===== config.mk =====
export PLATFORM = sky130hd
export DESIGN_NAME = icache
export DESIGN_NICKNAME = d
export VERILOG_FILES = /design/src/rtl/icache.sv
export SDC_FILE = /design/constraint.sdc
export NUM_CORES = 1
export LEC_CHECK = 0
export CAP_MARGIN = 20
export CORE_MARGIN = 2
export CORE_UTILIZATION = 55
export DETAILED_ROUTE_END_ITERATION = 8
export GPL_ROUTABILITY_DRIVEN = 0
export PLACE_DENSITY = 0.76
export SLEW_MARGIN = 20
export SYNTH_ARGS = -nofsm -noshare
export SYNTH_HDL_FRONTEND = slang
export SYNTH_SLANG_ARGS = --single-unit

===== constraint.sdc =====
create_clock -name clk_in -period 5.5 [get_ports clk_in]
set_clock_uncertainty 0.1 [all_clocks]
set_input_delay 0.825 -clock clk_in [delete_from_list [all_inputs] [get_ports clk_in]]
set_output_delay 0.825 -clock clk_in [all_outputs]
set_load 0.02 [all_outputs]

===== src/rtl/icache.sv =====
// Direct-mapped, read-only instruction cache: one 32-bit word per line,
// single outstanding miss serviced through the MemoryControl decoder port.
module icache #(
    parameter int INDEX_BITS = 4
) (
    input  logic        clk_in,
    input  logic        rst_in,
    input  logic        rdy_in,
    input  logic        flush,
    input  logic        fetch_en,
    input  logic [31:0] fetch_addr,
    output logic        fetch_rdy,
    output logic [31:0] fetch_inst,
    output logic        mem_en,
    output logic [31:0] mem_addr,
    input  logic        mem_rdy,
    input  logic [31:0] mem_data
);

    localparam int LINES = 1 << INDEX_BITS;
    localparam int TAG_W = 32 - INDEX_BITS - 2;

    typedef enum logic [1:0] {
        IDLE,
        MISS,
        RESP
    } state_e;

    state_e            state_q;
    logic              fetch_rdy_q;
    logic [31:0]       fetch_inst_q;
    logic              mem_en_q;
    logic [31:0]       mem_addr_q;
    logic [LINES-1:0]  valid_q;
    logic [TAG_W-1:0]  tag_q  [LINES];
    logic [31:0]       data_q [LINES];

    logic [INDEX_BITS-1:0] idx_f;
    logic [INDEX_BITS-1:0] idx_m;
    logic [TAG_W-1:0]      tag_f;
    logic [TAG_W-1:0]      tag_m;
    logic                  hit;
    logic                  fill;
    logic                  unused_ok;

    assign idx_f = fetch_addr[INDEX_BITS+1:2];
    assign tag_f = fetch_addr[31:INDEX_BITS+2];
    assign idx_m = mem_addr_q[INDEX_BITS+1:2];
    assign tag_m = mem_addr_q[31:INDEX_BITS+2];
    assign hit   = valid_q[idx_f] && (tag_q[idx_f] == tag_f);
    // A fill completes even when flush coincides with mem_rdy.
    assign fill  = rdy_in && (state_q == MISS) && mem_rdy;

    assign unused_ok = ^{fetch_addr[1:0], mem_addr_q[1:0]};

    always_ff @(posedge clk_in or negedge rst_in) begin
        if (!rst_in) begin
            state_q      <= IDLE;
            fetch_rdy_q  <= 1'b0;
            fetch_inst_q <= '0;
            mem_en_q     <= 1'b0;
            mem_addr_q   <= '0;
            valid_q      <= '0;
        end else if (rdy_in) begin
            if (fill) begin
                valid_q[idx_m] <= 1'b1;
            end
            if (flush) begin
                state_q     <= IDLE;
                fetch_rdy_q <= 1'b0;
                mem_en_q    <= 1'b0;
            end else begin
                case (state_q)
                    IDLE: begin
                        if (fetch_en) begin
                            if (hit) begin
                                fetch_inst_q <= data_q[idx_f];
                                fetch_rdy_q  <= 1'b1;
                                state_q      <= RESP;
                            end else begin
                                mem_addr_q <= {fetch_addr[31:2], 2'b00};
                                mem_en_q   <= 1'b1;
                                state_q    <= MISS;
                            end
                        end
                    end
                    MISS: begin
                        if (mem_rdy) begin
                            fetch_inst_q <= mem_data;
                            fetch_rdy_q  <= 1'b1;
                            mem_en_q     <= 1'b0;
                            state_q      <= RESP;
                        end
                    end
                    RESP: begin
                        fetch_rdy_q <= 1'b0;
                        state_q     <= IDLE;
                    end
                    default: begin
                        fetch_rdy_q <= 1'b0;
                        mem_en_q    <= 1'b0;
                        state_q     <= IDLE;
                    end
                endcase
            end
        end
    end

    // Tag and data arrays carry no reset; validity alone gates their use.
    always_ff @(posedge clk_in) begin
        if (fill) begin
            tag_q[idx_m]  <= tag_m;
            data_q[idx_m] <= mem_data;
        end
    end

    assign fetch_rdy  = fetch_rdy_q;
    assign fetch_inst = fetch_inst_q;
    assign mem_en     = mem_en_q;
    assign mem_addr   = mem_addr_q;

endmodule


# Word level (Yosys, flattened, before mapping)
# Memories as Yosys holds them, arrays and structs flattened.
# Index checks and enable logic that the tools add are counted.
# totals
word_cells	62
in_bits	70
mem_bits_rw	928
rom_bits	0
latch_bits	0
register_bits	82
n_memories	2
# op_classes
n_lt_le_gt_ge	3
shift	0
bitwise_logic	3
n_addsub	0
n_eq_ne	11
n_mul	0
n_reduce_logical	12
div	0
mux	25
# mem_list
memory	words	word_bits	rd	rd_clocked_by_memory_dff	write_ports	line	rtl
data_q	16	32	1	0	1	36	logic [31:0] data_q [LINES];
tag_q	16	26	1	0	1	35	logic [TAG_W-1:0] tag_q [LINES];
# op_table
operator	n
two-way mux 32 bit	3
case mux 32 bit (2 select lines)	1
== test 26 bit	1
OR 16 bit	1
two-way mux 1 bit	12
!= test 3 bit, second input constant	4
< comparator 4 x 5 -> 1 bit, second input constant	2
AND reduction 5 bit	2
two-way mux 2 bit	4
!= test 2 bit, second input constant	4
AND reduction 6 bit	1
binary-select mux 1 bit (select 4 bit)	1
demux 1 bit (select 4 bit)	1
greater-or-equal comparator 4 x 1 -> 1 bit, second input constant	1
logical AND 1 bit	4
case mux 2 bit (2 select lines)	1
AND reduction 4 bit	1
case mux 1 bit (3 select lines)	1
AND reduction 3 bit	1
== test 2 x 1 -> 1 bit, second input constant	1
== test 2 bit, second input constant	1
logical NOT 2 bit	1
inverter 1 bit	2
case mux 1 bit (2 select lines)	1
2 further kinds	2

# Depth between registers and ports, before layout
# logic_depth
ltp_word	7
depth_mapped	13
depth_no_buf	8

# Worst setup path before layout
# OpenSTA, ideal clock, no wires.
# synth_path
kind	input to register
start	input mem_rdy
end	register valid_q[0]
required_time_ns	5.311
slack_ns	-0.487
path_stages	4
arrival_time_ns	5.798
setup_ns	0.089
cell_sequence	nand4_1 > or3_1 > nor3_1 > or2_2
# synth_via
elab_chain_len	2
# synth_lines
item	line	rtl
start: declaration	16	input logic mem_rdy,
logical AND 1 bit	52	assign fill = rdy_in && (state_q == MISS) && mem_rdy;
AND reduction 2 bit (no line)	--	
end signal: assignment	63	valid_q <= '0;
end signal: indexed assignment	66	valid_q[idx_m] <= 1'b1;
end: declaration	34	logic [LINES-1:0] valid_q;
# No other way between the ends.
# A chain may end at the register's enable or synchronous reset.

# Worst setup path in the final report
# layout_path
start	input fetch_addr[3]
end	register fetch_inst_q[0] (netlist: fetch_inst[0])
# layout_via
elab_chain_len	5
word_cells_on_any_way	11
# layout_lines
item	line	rtl
start: declaration	11	input logic [31:0] fetch_addr,
memory (16 x 26 bit) or binary-select mux 1 bit (select 4 bit) (tied branches)	--	
== test 26 bit or two-way mux 1 bit (tied branches)	50	assign hit = valid_q[idx_f] && (tag_q[idx_f] == tag_f);
logical AND 1 bit	50	
!= test 2 bit (no line)	--	
AND reduction 6 bit (no line)	--	
end signal: assignment	77	fetch_inst_q <= data_q[idx_f];
end signal: assignment	89	fetch_inst_q <= mem_data;
end: declaration	31	logic [31:0] fetch_inst_q;
# Parallel ways exist; a longest one is shown, timed or not. The select of a mux whose other input is x is not followed.

==> results.cfg <==
[sta]
tightest_slew_ps = 1120
hold_slack_ps = 232
fin_setup_tns_ps = 0
setup_ws_ps = 1440
slew_headroom = 0.252
fin_crit_ps = 4060
setup_violations = 0
min_period_over_period = 0.738
hold_viol_final = 0
fmax_mhz = 246
rsz0062_at_grt = no
drv_slew = 0

[setup_path]
crit_slowest_cell = nor4_4
reg2reg_setup_slack_ps = 1960
cp.required_ps = 5930
crit_path_start_kind = input port
path_max_fanout = 54
end_kind = flip-flop
path_cells = clkbuf_8 > buf_4 > mux4_2 > mux2i_1 > nand2_1 > a31oi_1 > nand4_1 > nor4_4 > o21ai_4 > buf_12 > mux2_4
crit_arrival_ps = 4490
cpPeakStageDelay_ps = 560
worstSetupPathType = in2reg

[cells_and_area]
final_cell_area_um2 = 45100
drive_gt1_frac = 0.304
fillers = 4445
area_growth_pct = 14.9
regArea_um2 = 29900
multi_input_area_um2 = 9040
antennaDiodeCount = 0
fin_nets = 1950

[logic_synthesis]
ys_warn_count = 0
ys_types = 53
syn-instance-count = 1689
synthMostInstantiatedCell = edfxtp_1
synth_xor_xnor_area_share = 0.00290
yosysTopAreaCell = edfxtp_1
ys_seq_area_frac = 0.762
yosys-top-cells-count = edfxtp_1, mux4_2, dfrtp_1
synth_top_area_share = 0.710
synth_ff_type = edfxtp_1
synthAdderAreaFrac = 0
synth.area.top_cells = edfxtp_1, mux4_2, dfrtp_1, mux2_4, mux2_2
synth_area_um2 = 39300
synth_compound_area_frac = 0.0100
syn_area_per_cell_um2 = 23.3
synthMuxAreaShare = 0.193
ys_async_sr_fraction = 0.0812
synth_edf_count = 928
synth_top_family_by_area = multiplexers
synth-simple-area-share = 0.0198
synth_seq_cells = 1010

[floorplanning]
die_h_um = 271
core_area_um2 = 70400
die_w_um = 271
die-area_um2 = 73600
ios = 136
num_rows = 97
start_util = 0.558

[clock_network]
clock_sinks = 1010
cts_tree = built
clock-root-buffer = clkbuf_16
post-cts-setup-buffer-count = 0
cts_resized = 0
cts.path.max_buffers = 3
hold_buffers = 0
clk_latency_ps = 650
cts_buffers = 96
clk_pin_slew_ps = 60
cts_max_level = 3

[drt]
wl_um = 87300
routedWlPerCell_um = 30.1
dr.first_iter.drc_count = 2097
drc = 0
firstDrtPassIters = 5
vias_per_cell = 6.40
ant_nets = 0
vias = 18568

[placed_design]
hpwl_um = 44500
io_buffers = 131
dpl_worst_slack_ps = 799
dpl-instance-area_um2 = 42000

[global_route]
use_met3 = 0.0510
grt_pass1_vias = 19480
grt_pass1_wl_um = 129000
grt.busiest_layer = met2
use_met1 = 0.327
antenna_found_initial = 3
gr-total-overflow = 0
gr-usage-met2 = 0.404
grt_max_degree = 66
grtUsageTotal = 0.242

[run_status]
status = finished, final reports clean

[pwr]
vdd_drop_max_uv = 368
total_leakage_power_nw = 14.7
p_per_area_nw_per_um2 = 405

[worst_hold_path]
hold_path.class = in2async

[run]
cap_viol_max_count = 0
## area by class of cell
type                    instances  area share
repair buffers                176      0.0402
multi-input cells             592       0.200
clock buffers                 133      0.0597
inverters                       4    0.000361
well taps                     940      0.0261
clock inverters                44     0.00999
flip-flops and latches       1010       0.663
## critical path: cells and delay by family
family,cells,cell delay [ps]
multiplexers,3,1140
AO/OA/AOI/OAI,2,380
AND/OR/NAND/NOR,3,950
buffers and inverters,3,1100
## kinds of logic after synthesis
logic type	count (synthesis)
AOI/OAI and AO/OA	54
xor gates and xnor gates	13
buffers and inverters	88
DFF	1010
muxes	388
other	1
and+or+nand+nor	135
## registers in the layout, summed over array words and instances, names as in the netlist
register,cells
mem_en,1
fetch_inst,32
state_q,2
fetch_rdy,1
tag_q,416
data_q,512
mem_addr,30
valid_q,16
## final timing paths
check                              start  cells after the start        endpoint
max in group asynchronous         rst_in                      2      valid_q[0]
min in group clk_in          valid_q[15]                      1     valid_q[15]
max                        fetch_addr[3]                     11   fetch_inst[0]
min                               rst_in                      1  fetch_inst[13]
min reg2reg                  valid_q[15]                      1     valid_q[15]
max reg2reg                tag_q[14][14]                      9   fetch_inst[0]
## layer usage
metal / wire [um] / vias to the layer above / share of wire
met5: 38 / - / 0.00044
met4: 2320 / 6 / 0.027
met3: 7170 / 185 / 0.082
met2: 44600 / 934 / 0.51
met1: 33200 / 9887 / 0.38
li1: - / 7556 / -
## power by group
| group | switching, mW | internal, mW |
|---|---|---|
| Combinational | 0.970 | 1.02 |
| Clock | 2.77 | 3.80 |
| Sequential | 0.556 | 9.14 |
## cell usage in the layout, fill, tap and decap left out, drive strengths merged, types with 4 or more instances in the layout
| master | n |
|---|---|
| a211oi | 5 |
| a21oi | 7 |
| a22oi | 15 |
| and3 | 13 |
| and4 | 4 |
| buf | 49 |
| bufinv | 8 |
| clkbuf | 134 |
| clkdlybuf4s50 | 126 |
| clkinv | 29 |
| clkinvlp | 7 |
| dfrtp | 82 |
| edfxtp | 928 |
| inv | 4 |
| mux2 | 96 |
| mux2i | 19 |
| mux4 | 273 |
| nand2 | 10 |
| nand2b | 5 |
| nand4 | 4 |
| nor2 | 27 |
| nor2b | 10 |
| nor3 | 14 |
| nor3b | 4 |
| nor4 | 12 |
| o2111ai | 4 |
| o21ai | 4 |
| or2 | 19 |
| or3 | 4 |
| xnor2 | 8 |
| xor2 | 5 |
## through the flow
stage | cells | utilization | total power, mW
3_3_place_gp | 2722 | 0.596 | 11.7
3_5_place_dp | 2722 | 0.596 | 11.8
2_1_floorplan | 1690 | - | 10.8
5_1_grt | 2899 | 0.641 | 18.8
4_1_cts | 2899 | 0.641 | 18.4
6_report | 2899 | 0.641 | 18.3
Note: power is estimated with default switching activity, not from simulation.
